==> config.mk <==
export PLATFORM = sky130hd
export DESIGN_NAME = uart_tx_fifo_gpio_flat
export DESIGN_NICKNAME = d
export VERILOG_FILES = /design/src/rtl/uart_tx_fifo_gpio_if.sv /design/src/rtl/uart_tx_fifo_gpio.sv /design/src/flat_wrapper.sv
export SDC_FILE = /design/constraint.sdc
export NUM_CORES = 1
export LEC_CHECK = 0
export CAP_MARGIN = 10
export CELL_PAD_IN_SITES_DETAIL_PLACEMENT = 2
export CELL_PAD_IN_SITES_GLOBAL_PLACEMENT = 2
export CORE_MARGIN = 2
export CORE_UTILIZATION = 37
export CTS_BUF_LIST = sky130_fd_sc_hd__clkbuf_4 sky130_fd_sc_hd__clkbuf_8
export DETAILED_ROUTE_END_ITERATION = 6
export PLACE_DENSITY = 0.87
export SKIP_CTS_REPAIR_TIMING = 1
export SLEW_MARGIN = 20
export SYNTH_ARGS = -nofsm -noshare
export SYNTH_HDL_FRONTEND = slang
export SYNTH_SLANG_ARGS = --single-unit
==> constraint.sdc <==
create_clock -name clk -period 5.95 [get_ports clk]
set_input_delay 1.19 -clock clk [delete_from_list [all_inputs] [get_ports clk]]
set_output_delay 1.19 -clock clk [all_outputs]
set_load 0.1 [all_outputs]
==> src/rtl/uart_tx_fifo_gpio_if.sv <==
// Register bus for uart_tx_fifo_gpio: address/data/strobes in, registered read data out.
interface uart_tx_fifo_gpio_if;
  logic [31:0] addr;
  logic [31:0] data_in;
  logic        rd_strobe;
  logic [3:0]  wr_strobe;
  logic [31:0] data_out;

  modport master (output addr, data_in, rd_strobe, wr_strobe, input data_out);
  modport slave  (input addr, data_in, rd_strobe, wr_strobe, output data_out);
endinterface

==> src/rtl/uart_tx_fifo_gpio.sv <==
// Memory-mapped UART transmitter: byte FIFO feeding an 8-bit serializer with
// optional parity and one or two stop bits.
module uart_tx_fifo_gpio #(
  parameter int unsigned FIFO_DEPTH = 8,
  parameter logic [15:0] DIV_RESET  = 16'd868
) (
  input  logic                 clk,
  input  logic                 rst,
  uart_tx_fifo_gpio_if.slave   bus,
  output logic                 tx_pin,
  output logic                 irq
);
  localparam int unsigned AW = $clog2(FIFO_DEPTH);
  localparam logic [AW:0] DEPTH_C = FIFO_DEPTH[AW:0];

  typedef enum logic [2:0] {S_IDLE, S_START, S_DATA, S_PARITY, S_STOP} state_t;

  logic [7:0]    r_mem [FIFO_DEPTH];
  logic [AW-1:0] r_wr_ptr, r_rd_ptr;
  logic [AW:0]   r_count;
  logic          r_tx_en, r_parity_en, r_parity_odd, r_two_stop, r_irq_en;
  logic [15:0]   r_div;
  logic          r_ovf;
  logic [31:0]   r_data_out;

  state_t        r_state, w_state_nxt;
  logic [15:0]   r_baud_cnt, r_f_div;
  logic [2:0]    r_bit_cnt;
  logic          r_stop_cnt, r_f_par_en, r_f_two_stop, r_par_bit;
  logic [7:0]    r_shift;

  logic [3:0]    w_sel;
  logic          w_wr, w_wr_data, w_wr_ctrl, w_wr_div, w_rd_status, w_flush;
  logic          w_push, w_pop, w_full, w_empty, w_ovf_set, w_busy, w_bit_done, w_tx;
  logic [7:0]    w_head, w_level;
  logic [15:0]   w_period;
  logic [31:0]   w_status;
  logic          w_unused;

  assign w_sel       = bus.addr[31:28];
  assign w_wr        = !rst && (bus.wr_strobe != 4'h0);
  assign w_wr_data   = w_wr && (w_sel == 4'h2);
  assign w_wr_ctrl   = w_wr && (w_sel == 4'h3);
  assign w_wr_div    = w_wr && (w_sel == 4'h5);
  assign w_rd_status = !rst && bus.rd_strobe && (w_sel == 4'h4);
  assign w_flush     = w_wr_ctrl && bus.data_in[4];

  // Full/empty come from the registered count, so a push into a full FIFO is
  // dropped even when the serializer pops in the same cycle.
  assign w_full    = (r_count == DEPTH_C);
  assign w_empty   = (r_count == '0);
  assign w_push    = w_wr_data && !w_full && !w_flush;
  assign w_ovf_set = w_wr_data && w_full && !w_flush;
  assign w_head    = r_mem[r_rd_ptr];
  assign w_level   = {{(7 - AW){1'b0}}, r_count};
  assign w_busy    = (r_state != S_IDLE);
  assign w_status  = {16'h0, w_level, 4'h0, r_ovf, w_busy, w_full, w_empty};
  assign irq       = r_irq_en && w_empty && !w_busy;
  assign tx_pin    = w_tx;
  assign bus.data_out = r_data_out;
  assign w_unused  = ^{bus.addr[27:0], bus.data_in[31:16]};

  always_ff @(posedge clk) begin
    if (w_push) r_mem[r_wr_ptr] <= bus.data_in[7:0];
  end

  always_ff @(posedge clk) begin
    if (rst) begin
      r_wr_ptr <= '0;
      r_rd_ptr <= '0;
      r_count  <= '0;
    end else if (w_flush) begin
      r_rd_ptr <= r_wr_ptr;
      r_count  <= '0;
    end else begin
      if (w_push) r_wr_ptr <= r_wr_ptr + 1'b1;
      if (w_pop)  r_rd_ptr <= r_rd_ptr + 1'b1;
      case ({w_push, w_pop})
        2'b10:   r_count <= r_count + 1'b1;
        2'b01:   r_count <= r_count - 1'b1;
        default: r_count <= r_count;
      endcase
    end
  end

  always_ff @(posedge clk) begin
    if (rst) begin
      r_tx_en      <= 1'b0;
      r_parity_en  <= 1'b0;
      r_parity_odd <= 1'b0;
      r_two_stop   <= 1'b0;
      r_irq_en     <= 1'b0;
      r_div        <= DIV_RESET;
      r_ovf        <= 1'b0;
      r_data_out   <= '0;
    end else begin
      if (w_wr_ctrl) begin
        r_tx_en      <= bus.data_in[0];
        r_parity_en  <= bus.data_in[1];
        r_parity_odd <= bus.data_in[2];
        r_two_stop   <= bus.data_in[3];
        r_irq_en     <= bus.data_in[5];
      end
      if (w_wr_div) r_div <= bus.data_in[15:0];
      if (w_ovf_set)        r_ovf <= 1'b1;
      else if (w_rd_status) r_ovf <= 1'b0;
      if (bus.rd_strobe) begin
        case (w_sel)
          4'h2:    r_data_out <= '0;
          4'h3:    r_data_out <= {26'h0, r_irq_en, 1'b0, r_two_stop, r_parity_odd, r_parity_en, r_tx_en};
          4'h4:    r_data_out <= w_status;
          4'h5:    r_data_out <= {16'h0, r_div};
          default: r_data_out <= r_data_out;
        endcase
      end
    end
  end

  assign w_period   = (r_f_div == '0) ? 16'd1 : r_f_div;
  assign w_bit_done = (r_baud_cnt == (w_period - 16'd1));

  always_ff @(posedge clk) begin
    if (rst) begin
      r_state      <= S_IDLE;
      r_baud_cnt   <= '0;
      r_bit_cnt    <= '0;
      r_stop_cnt   <= 1'b0;
      r_shift      <= '0;
      r_par_bit    <= 1'b0;
      r_f_div      <= '0;
      r_f_par_en   <= 1'b0;
      r_f_two_stop <= 1'b0;
    end else begin
      r_state <= w_state_nxt;
      if (w_pop) begin
        // Frame settings are captured here so later CTRL/DIV writes wait for the next frame.
        r_shift      <= w_head;
        r_par_bit    <= (^w_head) ^ r_parity_odd;
        r_f_div      <= r_div;
        r_f_par_en   <= r_parity_en;
        r_f_two_stop <= r_two_stop;
        r_baud_cnt   <= '0;
        r_bit_cnt    <= '0;
        r_stop_cnt   <= 1'b0;
      end else if (r_state != S_IDLE) begin
        if (w_bit_done) begin
          r_baud_cnt <= '0;
          if (r_state == S_DATA) begin
            r_shift   <= r_shift >> 1;
            r_bit_cnt <= r_bit_cnt + 1'b1;
          end
          if (r_state == S_STOP) r_stop_cnt <= 1'b1;
        end else begin
          r_baud_cnt <= r_baud_cnt + 1'b1;
        end
      end
    end
  end

  always_comb begin
    w_state_nxt = r_state;
    w_pop       = 1'b0;
    w_tx        = 1'b1;
    case (r_state)
      S_IDLE: begin
        if (r_tx_en && !w_empty) begin
          w_pop       = 1'b1;
          w_state_nxt = S_START;
        end
      end
      S_START: begin
        w_tx = 1'b0;
        if (w_bit_done) w_state_nxt = S_DATA;
      end
      S_DATA: begin
        w_tx = r_shift[0];
        if (w_bit_done && (r_bit_cnt == 3'd7))
          w_state_nxt = r_f_par_en ? S_PARITY : S_STOP;
      end
      S_PARITY: begin
        w_tx = r_par_bit;
        if (w_bit_done) w_state_nxt = S_STOP;
      end
      S_STOP: begin
        if (w_bit_done && (r_stop_cnt || !r_f_two_stop)) begin
          if (r_tx_en && !w_empty) begin
            w_pop       = 1'b1;
            w_state_nxt = S_START;
          end else begin
            w_state_nxt = S_IDLE;
          end
        end
      end
      default: w_state_nxt = S_IDLE;
    endcase
  end
endmodule

==> src/flat_wrapper.sv <==
// flat-port wrapper written by rule: the top's interface ports become plain ports
module uart_tx_fifo_gpio_flat 
#(
  parameter int unsigned FIFO_DEPTH = 8,
  parameter logic [15:0] DIV_RESET  = 16'd868
)
  (clk, rst, tx_pin, irq, bus_addr, bus_data_in, bus_rd_strobe, bus_wr_strobe, bus_data_out);
  uart_tx_fifo_gpio_if bus_i ();
  input  logic clk;
  input  logic rst;
  output logic tx_pin;
  output logic irq;
  input wire logic [$bits(bus_i.addr)-1:0] bus_addr;
  input wire logic [$bits(bus_i.data_in)-1:0] bus_data_in;
  input wire logic [$bits(bus_i.rd_strobe)-1:0] bus_rd_strobe;
  input wire logic [$bits(bus_i.wr_strobe)-1:0] bus_wr_strobe;
  output wire logic [$bits(bus_i.data_out)-1:0] bus_data_out;
  assign bus_i.addr = bus_addr;
  assign bus_i.data_in = bus_data_in;
  assign bus_i.rd_strobe = bus_rd_strobe;
  assign bus_i.wr_strobe = bus_wr_strobe;
  assign bus_data_out = bus_i.data_out;
  uart_tx_fifo_gpio #(.FIFO_DEPTH(FIFO_DEPTH), .DIV_RESET(DIV_RESET)) u_core (.clk(clk), .rst(rst), .bus(bus_i), .tx_pin(tx_pin), .irq(irq));
endmodule
==> summary.md, run 1 <==
| Metric | Value |
|---|---|
| Synth Instances | 725 |
| Synth unique cells | 75 |
| Sequential area share after synthesis | 51.25% |
| Wire length per cell | 22.78 um |
| Number of synthesized flops with an enable pin | 64 |
| Commonest cells in the netlist | dfxtp_1, nor2_1, nand2_1 |
| Vias in the first global route | 6337 |
| Sequential Area | 3944 um^2 |
| Synth top area share | 26.28% |
| Die width | 148.2 um |
| Row count | 52 |
| FF-to-FF End | u_core.r_count[2] |
| Util after Layout | 42.85% |
| Worst-Margin Slew | 1114 ps |
| Status | finished, final reports clean |
| Most common cell in the netlist | dfxtp_1 |
| Worst setup path category | reg -> reg |
| Worst R2R Path Depth | 19 |
| Core ar. | 20300 um^2 |
| Period utilization | 87.54% |
| R2r setup slk | 740 ps |
| Setup TNS Final | 0 ps |
| Ys flop type | dfxtp_1 |
| Max frequency | 0.1920 GHz |
| Setup crit end kind | flop |
| Pwr Density | 262.8 nW/um^2 |
| Post-synthesis register bit count | 165 |
| Max-Cap Viols | 0 |
| First-pass GRT wire length | 37480 um |
| Via count | 5786 |
| Input/output buffers | 44 |
| Routed vias/inst | 5.590 |
| RSZ-0062 raised after global routing | false |
| Worst Hold Class | reg -> reg |
| Area grow syn2layout | 13.04% |
| Worst setup SP type | flop |
| Worst endpoint required time | 6300 ps |
| CTS sink cnt | 165 |
| Drt pass-1 iters | 5 |
| ANT cells | 0 |
| IO Count | 105 |
| Share of cells above drive strength 1 | 10.07% |
| Starting density of the core | 37.91% |
| Endpoints failing setup | 0 |
| Synth Warn # | 0 |
| Max-slew violations | 0 |
| Worst-path maximum fanout | 8 |
| CTS buffer count | 17 |
| Fin Clk Skew | 21.45 ps |
| GRT Resource Usage Total | 22.28% |
| Fillers | 2130 |
| Antenna viol nets, final | 0 |
| Worst r2r src | u_core.r_f_div[8] |
| Root Driver | clkbuf_8 |
| Critical path arrival | 5560 ps |
| Synth area leaders | dfxtp_1, edfxtp_1, mux2i_1 |
| Worst hold path depth | 2 |
| GRT overflow | 0 |
| Syn Area/Cell | 10.61 um^2 |
| Final min period | 5208 ps |
| GPL Wtd Cong | 0.8758 |
| Synth Cell Area | 7695 um^2 |
| Pleak | 0.003191 uW |
| Final hold violation count | 0 |
| Clk pin slew, worst setup/hold paths | 100 ps |
| Initial antenna violation count | 0 |
| Max Root-Sink Buffers | 2 |
| DRT iter0 DRCs | 325 |
| Nets@finish | 832 |
| DP HPWL | 16320 um |
| Die Area | 21970 um^2 |
| CTS tree | yes |
| Rel. slew slack | 24.74% |
| End of the worst hold path | u_core.bus.data_out[10] |
| Asr flop ratio synth | 0% |
| Area leader, netlist | dfxtp_1 |
| Worst ir drop on vdd | 0.1456 mV |
| Hold wc startpoint | u_core.bus.data_out[10] |
| Multi-input logic area | 3445 um^2 |
| Largest net degree at the start of global routing | 54 |
| Routed wire length | 23580 um |
| Later-pin clock latency in the skew report | 490 ps |
| Residual DRC | 0 |
| H-tree Lvls | 4 |
| Die height | 148.2 um |
flip-flops by register name (all words and copies together), names as in the netlist, 4 cells and up, named ones only:
name,flops
u_core.r_count,4
u_core.r_f_div,16
u_core.bus.data_out,16
u_core.r_mem,64
u_core.r_baud_cnt,16
u_core.r_shift,8
u_core.r_div,16
cell families (layout without fill, tap and decap cells):
group / after synthesis / in the layout / share of synthesized area [%]
xor+xnor: 43 / 43 / 5.089
simple gates: 247 / 247 / 16.15
flops: 165 / 165 / 51.25
buf+inv: 70 / 95 / 4.813
compound gates: 126 / 126 / 11.41
other cells: 1 / 16 / 0.04873
fa+ha+maj: 9 / 9 / 1.463
mux: 64 / 64 / 9.772
how the worst max path moves through the flow:
stage | to | cells past startpoint | from | slack (ps)
global placement | u_core.r_count[2] | 19 | u_core.r_f_div[8] | 1210
finish | u_core.r_count[2] | 19 | u_core.r_f_div[8] | 740
global route | u_core.r_count[2] | 19 | u_core.r_f_div[8] | 470
floorplan | u_core.r_count[2] | 23 | u_core.r_f_div[8] | 1310
detailed placement | u_core.r_count[3] | 19 | u_core.r_f_div[8] | 980
CTS | u_core.r_count[2] | 19 | u_core.r_f_div[8] | 760
layer usage:
metal  vias to the layer above  global-route usage [%]  part of all wire [%]
li1                       2641                       -                     -
met1                      2977                   27.58                    43
met2                       123                   39.35                    52
met3                        45                   3.466                   2.6
met4                         0                   8.143                   2.4
met5                         -                       0                     0
final cells by class:
type	count	share of cell area [%]
Sequential cell	165	45.34
Clock buffer	17	2.690
Clock inverter	15	2.359
Timing Repair Buffer	51	5.610
Multi-Input combinational cell	505	39.60
Tap cell	270	3.884
Inverter	12	0.5178
report_power, final:
part           internal (uW)  switching [uW]  leakage (uW)  total (uW)
sequential              1180            12.2       0.00139        1190
clock                    399             508      0.000221         908
combinational           53.0             133       0.00158         186
total                   1630             654       0.00319        2290
critical path: stages, from the launching register on:
cell and delay [ps]:
dfxtp_1 460, or4_4 660, nor3_4 280, a31oi_1 170, ha_1 370, a22oi_1 150, o221ai_1 150, a2111oi_1 600
o2111ai_2 250, nor4_4 450, a21oi_4 120, inv_1 120, ha_1 280, xor2_1 230, ha_1 200, a21oi_1 50
xor2_1 160, nor2_1 140, xnor2_1 160, nor3_1 60
cell usage in the layout (no fill, tap or decap), drive strengths merged, types with 6 or more instances in the layout:
cell type and count:
dfxtp 101, nor2 81, nand2 73, edfxtp 64
mux2i 47, clkdlybuf4s50 43, o21ai 41, xor2 23
inv 20, xnor2 19, clkbuf 17, a21oi 17
conb 16, nor3 15, a22oi 13, nand3 11
nor4 10, and3 9, mux2 9, ha 9
nor2b 8, mux4 8, buf 8, a211oi 7
nand2b 6, nor3b 6
metrics by stage:
| stage | hold WS [ps] | worst slack, ps | instances | power, uW | area [um^2] |
|---|---|---|---|---|---|
| floorplan | 428.0 | 1308 | 740 | 1351 | 7751 |
| global placement | 445.8 | 1211 | 1003 | 1391 | 8254 |
| detailed placement | 462.3 | 980.9 | 1003 | 1401 | 8254 |
| CTS | 489.1 | 763.7 | 1035 | 2298 | 8693 |
| global route | 521.0 | 466.1 | 1035 | 2360 | 8698 |
| finish | 480.5 | 741.5 | 1035 | 2286 | 8698 |
(Power assumes the default switching activity.)
==> run 2, diff against run 1 <==
--- a/config.mk
+++ b/config.mk
@@ -8,7 +8,7 @@
 export CAP_MARGIN = 10
 export CELL_PAD_IN_SITES_DETAIL_PLACEMENT = 2
 export CELL_PAD_IN_SITES_GLOBAL_PLACEMENT = 2
-export CORE_MARGIN = 2
+export CORE_MARGIN = 5
 export CORE_UTILIZATION = 37
 export CTS_BUF_LIST = sky130_fd_sc_hd__clkbuf_4 sky130_fd_sc_hd__clkbuf_8
 export DETAILED_ROUTE_END_ITERATION = 6
==> summary.md, run 2 (synthesis results as in run 1) <==
| Metric | Value |
|---|---|
| Critical path arrival | 5740 ps (+180 ps) |
| Pwr Density | 253.1 nW/um^2 (-3.7%) |
| RSZ-0062 raised after global routing | false |
| Input/output buffers | 44 (unchanged) |
| Die height | 154.2 um (+4.0%) |
| Setup crit end kind | flop |
| IO Count | 105 (unchanged) |
| Most common cell after layout, fill and taps aside | dfxtp_1 |
| Die Area | 23780 um^2 (+8.3%) |
| Vias in the first global route | 6525 (+3.0%) |
| Final min period | 5404 ps (+195.8 ps) |
| GRT Resource Usage Total | 20.49% (-1.8 points) |
| P_int | 1591 uW (-2.5%) |
| CTS tree | yes |
| Comb pwr share | 8.5% (+0.3 points) |
| Antenna viol nets, final | 0 (unchanged) |
| Clock share of power | 36.9% (-2.8 points) |
| Worst r2r src | u_core.r_f_div[8] |
| Setup TNS Final | 0 ps (unchanged) |
| Worst endpoint required time | 6280 ps (-20 ps) |
| Routed wire length | 24000 um (+1.8%) |
| Worst setup path category | reg -> reg |
| Via count | 5809 (+0.40%) |
| Fin Clk Skew | 20.99 ps (-0.4573 ps) |
| Worst Hold Class | reg -> reg |
| Core ar. | 20360 um^2 (+0.32%) |
| Starting density of the core | 37.79% (-0.12 points) |
| Fillers | 2127 (-0.14%) |
| Worst hold path depth | 2 (unchanged) |
| Initial antenna violation count | 0 (unchanged) |
| H-tree Lvls | 4 (unchanged) |
| Root Driver | clkbuf_8 |
| ANT cells | 0 (unchanged) |
| Sw Ratio | 27.17% (-1.4 points) |
| Max Root-Sink Buffers | 2 (unchanged) |
| Routed vias/inst | 5.618 (+0.49%) |
| Wire length per cell | 23.21 um (+1.9%) |
| WHS | 484.8 ps (+4.279 ps) |
| CP startpoint | u_core.r_f_div[8] |
| GPL Wtd Cong | 0.8695 (-0.72%) |
| Hold wc startpoint | u_core.bus.data_out[3] |
| Most frequent cells in the layout | dfxtp_1, nor2_1, nand2_1, edfxtp_1, mux2i_1 |
| Die width | 154.2 um (+4.0%) |
| P_sw | 593.5 uW (-9.2%) |
| Area grow syn2layout | 12.16% |
| Worst-path maximum fanout | 8 (unchanged) |
| Max frequency | 0.1850 GHz (-3.6%) |
| Largest register FFs | 64 (unchanged) |
| DRT iter0 DRCs | 373 (+15%) |
| Rel. slew slack | 23.27% (-1.5 points) |
| Multi-input logic area | 3445 um^2 (unchanged) |
| Clk pin slew, worst setup/hold paths | 100 ps (about the same) |
| Status | finished, final reports clean |
| Register with the most flip-flops | u_core.r_mem |
| Nets@finish | 831 (-0.12%) |
| Final hold violation count | 0 (unchanged) |
| Seq pwr share | 54.6% (+2.5 points) |
| First-pass GRT wire length | 38120 um (+1.7%) |
| Worst R2R Path Depth | 19 (unchanged) |
| Worst setup SP type | flop |
| GRT overflow | 0 (unchanged) |
| Sequential Area | 3945 um^2 (about the same) |
| Largest net degree at the start of global routing | 54 (unchanged) |
| Drt pass-1 iters | 5 (unchanged) |
| Max-Cap Viols | 0 (unchanged) |
| Worst-Margin Slew | 1147 ps (+32.45 ps) |
| Endpoints failing setup | 0 (unchanged) |
| Later-pin clock latency in the skew report | 470 ps (-20 ps) |
| Share of cells above drive strength 1 | 9.948% (-0.12 points) |
| CTS sink cnt | 165 (unchanged) |
| CTS buffer count | 17 (unchanged) |
| DP HPWL | 16270 um (-0.34%) |
| Row count | 52 (unchanged) |
| Max-slew violations | 0 (unchanged) |
| Pleak | 0.003161 uW (-0.95%) |
| Period utilization | 90.83% (+3.3 points) |
| Residual DRC | 0 (unchanged) |
| Worst ir drop on vdd | 0.1425 mV (-2.1%) |
==> run 2: cell count changes in the layout (fill, tap and decap cells not counted) <==
cell | previous run | this run
buf_4 | 7 | 6
bufinv_16 | 2 | 1
clkbuf_4 | 0 | 2
clkbuf_8 | 17 | 18
clkinv_1 | 0 | 1
clkinv_2 | 1 | 0
clkinv_4 | 0 | 2
clkinv_8 | 4 | 0
clkinvlp_4 | 0 | 1
dfxtp_1 | 101 | 100
dfxtp_2 | 0 | 1
inv_4 | 0 | 3
inv_6 | 6 | 3
inv_8 | 2 | 1
==> run 2: cell type report <==
class / count / share of cell area, %
Clock buffer: 20 / 3.044
Clock inverter: 12 / 1.334
Inverter: 12 / 0.5219
Multi-Input combinational cell: 505 / 39.91
Sequential cell: 165 / 45.71
Tap cell: 270 / 3.914
Timing Repair Buffer: 50 / 5.567
==> run 2: power groups by stage <==
stage                     sequential, uW  clock [uW]  combinational, uW
final                               1190         806                186
after global routing                1190         874                197
after CTS                           1190         826                185
after detailed placement            1220           0                182
after global placement              1220           0                174
after floorplan                     1210           0                137
==> run 2: layer usage <==
| layer | global-route usage (%) | up-vias | share of wire [%] |
|---|---|---|---|
| li1 | - | 2630 | - |
| met1 | 24.99 | 2988 | 42 |
| met2 | 36.42 | 151 | 52 |
| met3 | 3.688 | 40 | 3.5 |
| met4 | 7.023 | 0 | 2.4 |
| met5 | 0 | - | 0 |
==> run 2: worst paths after layout <==
check	endpoint	slack (ps)
worst min register to register	u_core.bus.data_out[3]	480
worst max register to register	u_core.r_count[3]	550
worst min-delay path	u_core.bus.data_out[3]	480
worst max-delay path	u_core.r_count[3]	550
==> run 2: through the flow <==
| stage | cells | util (%) | area [um^2] | setup WS [ps] | power [uW] |
|---|---|---|---|---|---|
| finish | 1034 | 42.38 | 8631 | 545.7 | 2184 |
| global route | 1034 | 42.38 | 8631 | 290.7 | 2265 |
| CTS | 1034 | 42.35 | 8625 | 623.4 | 2203 |
| detailed placement | 1002 | 40.50 | 8247 | 977.0 | 1400 |
| global placement | 1002 | 40.50 | 8247 | 1273 | 1390 |
| floorplan | 740 | - | 7751 | 1308 | 1351 |
==> run 2: critical path: stages (launching register included) <==
cell	delay (ps)
dfxtp_1	480
or4_4	660
nor3_4	260
a31oi_1	130
ha_1	360
a22oi_1	170
o221ai_1	150
a2111oi_1	630
o2111ai_2	260
nor4_4	430
a21oi_4	120
inv_1	120
ha_1	300
nor4bb_1	490
a21oi_1	130
nor2_1	150
a21oi_1	60
nor2_1	170
xnor2_1	150
nor3_1	60
